## config.mk

```make
export PLATFORM = sky130hd
export DESIGN_NAME = cell_probe
export DESIGN_NICKNAME = d
export VERILOG_FILES = /design/src/rtl/collision_checker_cell_probe.sv
export SDC_FILE = /design/constraint.sdc
export NUM_CORES = 1
export LEC_CHECK = 0
export CAP_MARGIN = 20
export CORE_AREA = 2 2 122 124
export DETAILED_ROUTE_END_ITERATION = 8
export DIE_AREA = 0 0 124 126
export MAX_ROUTING_LAYER = met4
export PLACE_DENSITY_LB_ADDON = 0.1
export SYNTH_ARGS = -nofsm -noshare
export SYNTH_HDL_FRONTEND = slang
export SYNTH_SLANG_ARGS = --single-unit
```

## constraint.sdc

```tcl
create_clock -name vclk -period 8.35
set_input_delay 1.67 -clock vclk [all_inputs]
set_output_delay 1.67 -clock vclk [all_outputs]
set_load 0.05 [all_outputs]
```

## src/rtl/collision_checker_cell_probe.sv

```systemverilog
// Combinational probe of one footprint cell: maps mask index k at the anchor to
// a grid cell and reports whether it is out of bounds or lands on an occupied cell.
module cell_probe #(
  parameter int GRID_W  = 10,
  parameter int GRID_H  = 30,
  parameter int PIECE_N = 4,
  parameter int RW      = 6,
  parameter int CW      = 4,
  parameter int KW      = 4
) (
  input  logic [RW-1:0]            row,
  input  logic [CW-1:0]            col,
  input  logic [KW-1:0]            k,
  input  logic [GRID_W*GRID_H-1:0] snapshot,
  output logic                     oob,
  output logic                     hit
);
  localparam int IW = $clog2(GRID_W*GRID_H);

  logic [RW:0]   r;
  logic [CW:0]   c;
  logic [IW-1:0] idx;

  always_comb begin
    // One extra bit so anchors near the top of the range never wrap back in.
    r   = (RW+1)'(row) + (RW+1)'(int'(k) / PIECE_N);
    c   = (CW+1)'(col) + (CW+1)'(int'(k) % PIECE_N);
    oob = (r >= (RW+1)'(GRID_H)) || (c >= (CW+1)'(GRID_W));
    idx = '0;
    if (!oob) idx = IW'(int'(r) * GRID_W + int'(c));
    hit = !oob && snapshot[idx];
  end
endmodule

```

==> flow_metrics.env <==
export IMPL_final_common_cell="clkdlybuf4s50_1"
export IMPL_drt_wl_total_mm=22.63
export IMPL_via_count=5792
export IMPL_grt_pass1_vias=5997
export IMPL_p_per_area_nw_per_um2=117.3
export IMPL_slowest_delay_ps=710
export IMPL_grt_pass1_wl_mm=33.35
export IMPL_gp_congestion=0.9744
export IMPL_fillerInstances=1399
export IMPL_layout_min_cycle_time_ps=7926
export IMPL_dieArea_um2=15620
export IMPL_synthCells=532
export IMPL_avgSynthCellArea_um2=7.070
export IMPL_path_depth=15
export IMPL_final_area_um2=7219
export IMPL_holdPathEnd="hit"
export IMPL_postCtsResizedCells=0
export IMPL_first_pass_iters=4
export IMPL_highest_layer="met4"
export IMPL_ios=316
export IMPL_rsz0062_at_grt="no"
export IMPL_core_um2=14310
export IMPL_synth_warnings=0
export IMPL_finalPower_uw=847.0
export IMPL_hold_depth=8
export IMPL_wirelength_met1_mm=8.972
export IMPL_synth_top_area_share_pct=9.847
export IMPL_dieWidth_um=124
export IMPL_setup_viol=0
export IMPL_cp_top_family="compound AO/OA/AOI/OAI gates"
export IMPL_syn2layout_area_growth_pct=91.95
export IMPL_netlist_area_um2=3761
export IMPL_overflow=0
export IMPL_vias_per_cell=5.690
export IMPL_portBuffers=316
export IMPL_fin_crit_sh_pct=94.92
export IMPL_fp_row_count=44
export IMPL_start_util_pct=26.28
export IMPL_mostFrequentLayoutCells="clkdlybuf4s50_1 (315), nand2_1 (56), mux2i_1 (37)"
export IMPL_ir_drop_mv=0.07403
export IMPL_yosysTopAreaCell="mux2i_1"
export IMPL_drt_iter0_markers=324
export IMPL_detailed_place_hpwl_mm=18.80
export IMPL_drtAntennaViolNets=0
export IMPL_drcViolationCount=0
export IMPL_yosys_top_cells_area="mux2i_1 (9.8%), mux2_2 (6.3%), ha_1 (5.7%), nand2_1 (5.6%), mux4_2 (5.4%)"
export IMPL_endpoint_kind="primary output"
export IMPL_ff_latch_area_um2=0
export IMPL_crit_fanout=5
export IMPL_ctsHoldBuffers=0
export IMPL_wl_met3_mm=1.871
export IMPL_cp_arrival_ps=6260
export IMPL_utilization_pct=50.44
export IMPL_die_y_um=126
export IMPL_min_path_type="input port to primary output"
export IMPL_syn_nets=867
export IMPL_crit_required_ps=6680
export IMPL_slew_headroom_pct=33.67
export IMPL_critPathKind="input port to primary output"
export IMPL_finalWorstSetupSlack_ps=424.2
export IMPL_clockBufferCount=0
export IMPL_slew_violations=0
export IMPL_maxCapViolCount=0
export IMPL_grt_max_degree=63
export IMPL_wl_met2_mm=11.27
export IMPL_nets=1170
export IMPL_avgRoutedWirePerCell_um=22.23
export IMPL_worst_pin_slew_ps=988.3
export IMPL_cp_cell_sequence="clkdlybuf4s50_1 -> ha_4 -> fa_1 -> xor2_1 -> inv_1 -> fa_2 -> a2111oi_0 -> nand2_1 -> a211oi_1 -> nor3_1 -> a221oi_1 -> a221o_1 -> a311oi_1 -> a31o_1 -> buf_12"
export IMPL_hp_start="snapshot[41]"
export IMPL_cp_num_buf_inv=3
export IMPL_finalHoldViolations=0
export IMPL_status="finished, final reports clean"
export IMPL_dpl_worst_slack_ps=372.5
export IMPL_startpoint_type="input port"
export IMPL_finalSetupTns_ps=0
export IMPL_grt_usage_pct=28.24
export IMPL_p_leak_nw=2.671
export IMPL_ys_types=70
export IMPL_drive_above_1_share_pct=8.523
export IMPL_detailed_place_area_um2=7217
export IMPL_critPathSlowestCell="a2111oi_0"
export IMPL_fmax_mhz=126.2
export IMPL_post_cts_buffers=0
export IMPL_seq_cell_count=0
export IMPL_seq_area_frac_synth_pct=0
export IMPL_antenna_found_initial=1
area by class of cell:
cell class,count,area [um2],share of cell area (%)
Antenna cell,1,2.502,0.03466
Inverter,18,67.56,0.9359
Multi-Input combinational cell,473,3538,49.01
Tap cell,184,230.2,3.189
Timing Repair Buffer,342,3381,46.83
report_power, final:
part           internal (mW)    total (mW)  switching (mW)  leakage [nW]
combinational          0.395         0.847           0.452          2.67
sequential                 0             0               0             0
clock           0.0000000160  0.0000000160               0    0.00000634
total                  0.395         0.847           0.452          2.67
Yosys cell counts, drive strengths merged, types with 3 or more instances:
master,n
or3,6
and3,5
nor2,28
or2,4
clkbuf,18
a211oi,18
a21oi,32
nand3b,4
fa,4
nor3,7
a32oi,7
o21ai,33
ha,17
nor2b,10
inv,17
and2,4
o211ai,9
a31oi,14
nand2,56
xnor2,10
o22a,3
o22ai,15
mux2i,37
a221o,5
a41oi,3
o221ai,4
mux2,21
nand2b,4
nand3,24
nor4,3
buf,23
mux4,9
nand4,7
o31ai,5
a311oi,7
o21a,4
a211o,3
a221oi,19
a2111oi,3
xor2,6
a21o,4
stage by stage:
| stage | instances | hold WS, ps |
|---|---|---|
| 6_report | 1018 | 4515 |
| 5_1_grt | 1018 | 4614 |
| 4_1_cts | 1017 | 4522 |
| 3_3_place_gp | 1017 | 4528 |
| 2_1_floorplan | 532 | 3997 |
| 3_5_place_dp | 1017 | 4521 |
worst min-delay path: cells and delay by family:
kind | cells | cell delay, ps
compound gates | 5 | 580
buf+inv | 2 | 550
simple gates | 1 | 50
cell families (layout without fill, tap and decap cells):
logic type	count (synthesis)	count (layout)	synth area share (%)
muxes	67	67	21.52
buffers and inverters	59	360	6.853
xor gates and xnor gates	16	16	3.726
AOI/OAI and AO/OA	202	202	37.96
other	0	1	0
and+or+nand+nor	167	167	22.16
adders and majority gates	21	21	7.784
layer usage:
metal  vias up  track usage (%)
li1       2719                -
met1      2739            34.02
met2       297            51.10
met3        37            2.763
met4         0            4.759
met5         -                -
worst max-delay path by stage:
stage / startpoint / slack, ps / to
floorplan: col[0] / 1180 / hit
global placement: col[0] / 400 / hit
detailed placement: col[0] / 370 / hit
CTS: col[0] / 370 / hit
global route: col[0] / 130 / hit
finish: col[0] / 420 / hit
Note: power is estimated with default switching activity, not from simulation.
==> RTL change (same settings) <==
The parameter `CW` goes from 4 to 8.
--- a/src/rtl/collision_checker_cell_probe.sv
+++ b/src/rtl/collision_checker_cell_probe.sv
@@ -5,7 +5,7 @@
   parameter int GRID_H  = 30,
   parameter int PIECE_N = 4,
   parameter int RW      = 6,
-  parameter int CW      = 4,
+  parameter int CW      = 8,
   parameter int KW      = 4
 ) (
   input  logic [RW-1:0]            row,
Interface: changed (resized col); port bits go from 316 to 320. The function was not compared with the original's and may differ.
==> RTL change against the original RTL <==
- total power down 24%
- fmax down 1.2%
- routed wire length up 1.8%
- worst setup slack worse by 0.098 ns
- combinational power down 24%
- final area up 1.9%
- synthesized area up 3.7%
==> RTL change: results (changes against the original RTL) <==
[layout]
nFillCells = 1379  ; -1.4%
layout.nonclk_buf_frac = 0.462  ; -0.00622
multi_input_area_mm2 = 0.00369  ; +4.3%
multi_input_cells = 493  ; +4.2%
buffers_excl_clock = 343  ; +0.29%
flops_and_latches = 0  ; unchanged

[setup_path]
cpPeakStageDelay_ns = 0.56  ; -0.15 ns
critical_path_arrival_ns = 6.35  ; +0.09 ns
crit_family = adder cells
startpoint = row[0]

[routing]
route.met2.wl_um = 11400  ; +1.1%
num_vias = 5818  ; +0.45%
drt_iter0_drc = 408  ; +26%
wl_met1_um = 9090  ; +1.3%

[placed_design]
routabilityCongestion = 0.925  ; -5.1%
dp_hpwl_um = 18900  ; +0.27%

[power_and_ir_drop]
p_leak_nw = 2.64  ; -1.1%
p_int_mw = 0.320  ; -19%
peakVddDrop_uv = 85.6  ; +16%

[logic_synthesis]
ys_top_cells_by_area = mux2i_1 16%, a21oi_1 6.0%, ha_1 5.8%, nand2_1 5.5%, a221oi_1 4.7%
synth_cell_types = 71  ; +1.4%

[global_route]
track_usage = 0.287  ; +0.00412
grt_pass1_wl_um = 33900  ; +1.6%
grt_start_max_net_pins = 61  ; -3.2%
grt_use_met2 = 0.505  ; -0.00614

[status]
status = finished, final reports clean

[min_path]
min_from = snapshot[72]

==> RTL change: what timing repair did <==
item | CTS | global route
setup buffers | 0 | 0
setup endpoints to repair | 0 | 1
resized for setup | 0 | 1
==> RTL change: metrics by stage <==
stage | power, mW | setup slack, ns | cells | hold slack, ns | utilization
floorplan | 0.344 | 0.610 | 549 | 4.19 | -
global placement | 0.636 | 0.397 | 1029 | 4.65 | 0.513
detailed placement | 0.642 | 0.271 | 1029 | 4.67 | 0.513
CTS | 0.646 | 0.270 | 1029 | 4.67 | 0.513
global route | 0.700 | 0.0777 | 1030 | 4.71 | 0.514
finish | 0.645 | 0.326 | 1030 | 4.61 | 0.514
==> RTL change: kinds of logic after synthesis <==
family / count (synthesis) / share of synthesized area
muxes: 82 / 0.237
xor gates and xnor gates: 20 / 0.0449
and+or+nand+nor: 170 / 0.219
adders and majority gates: 25 / 0.0860
AOI/OAI and AO/OA: 196 / 0.351
buffers and inverters: 56 / 0.0622
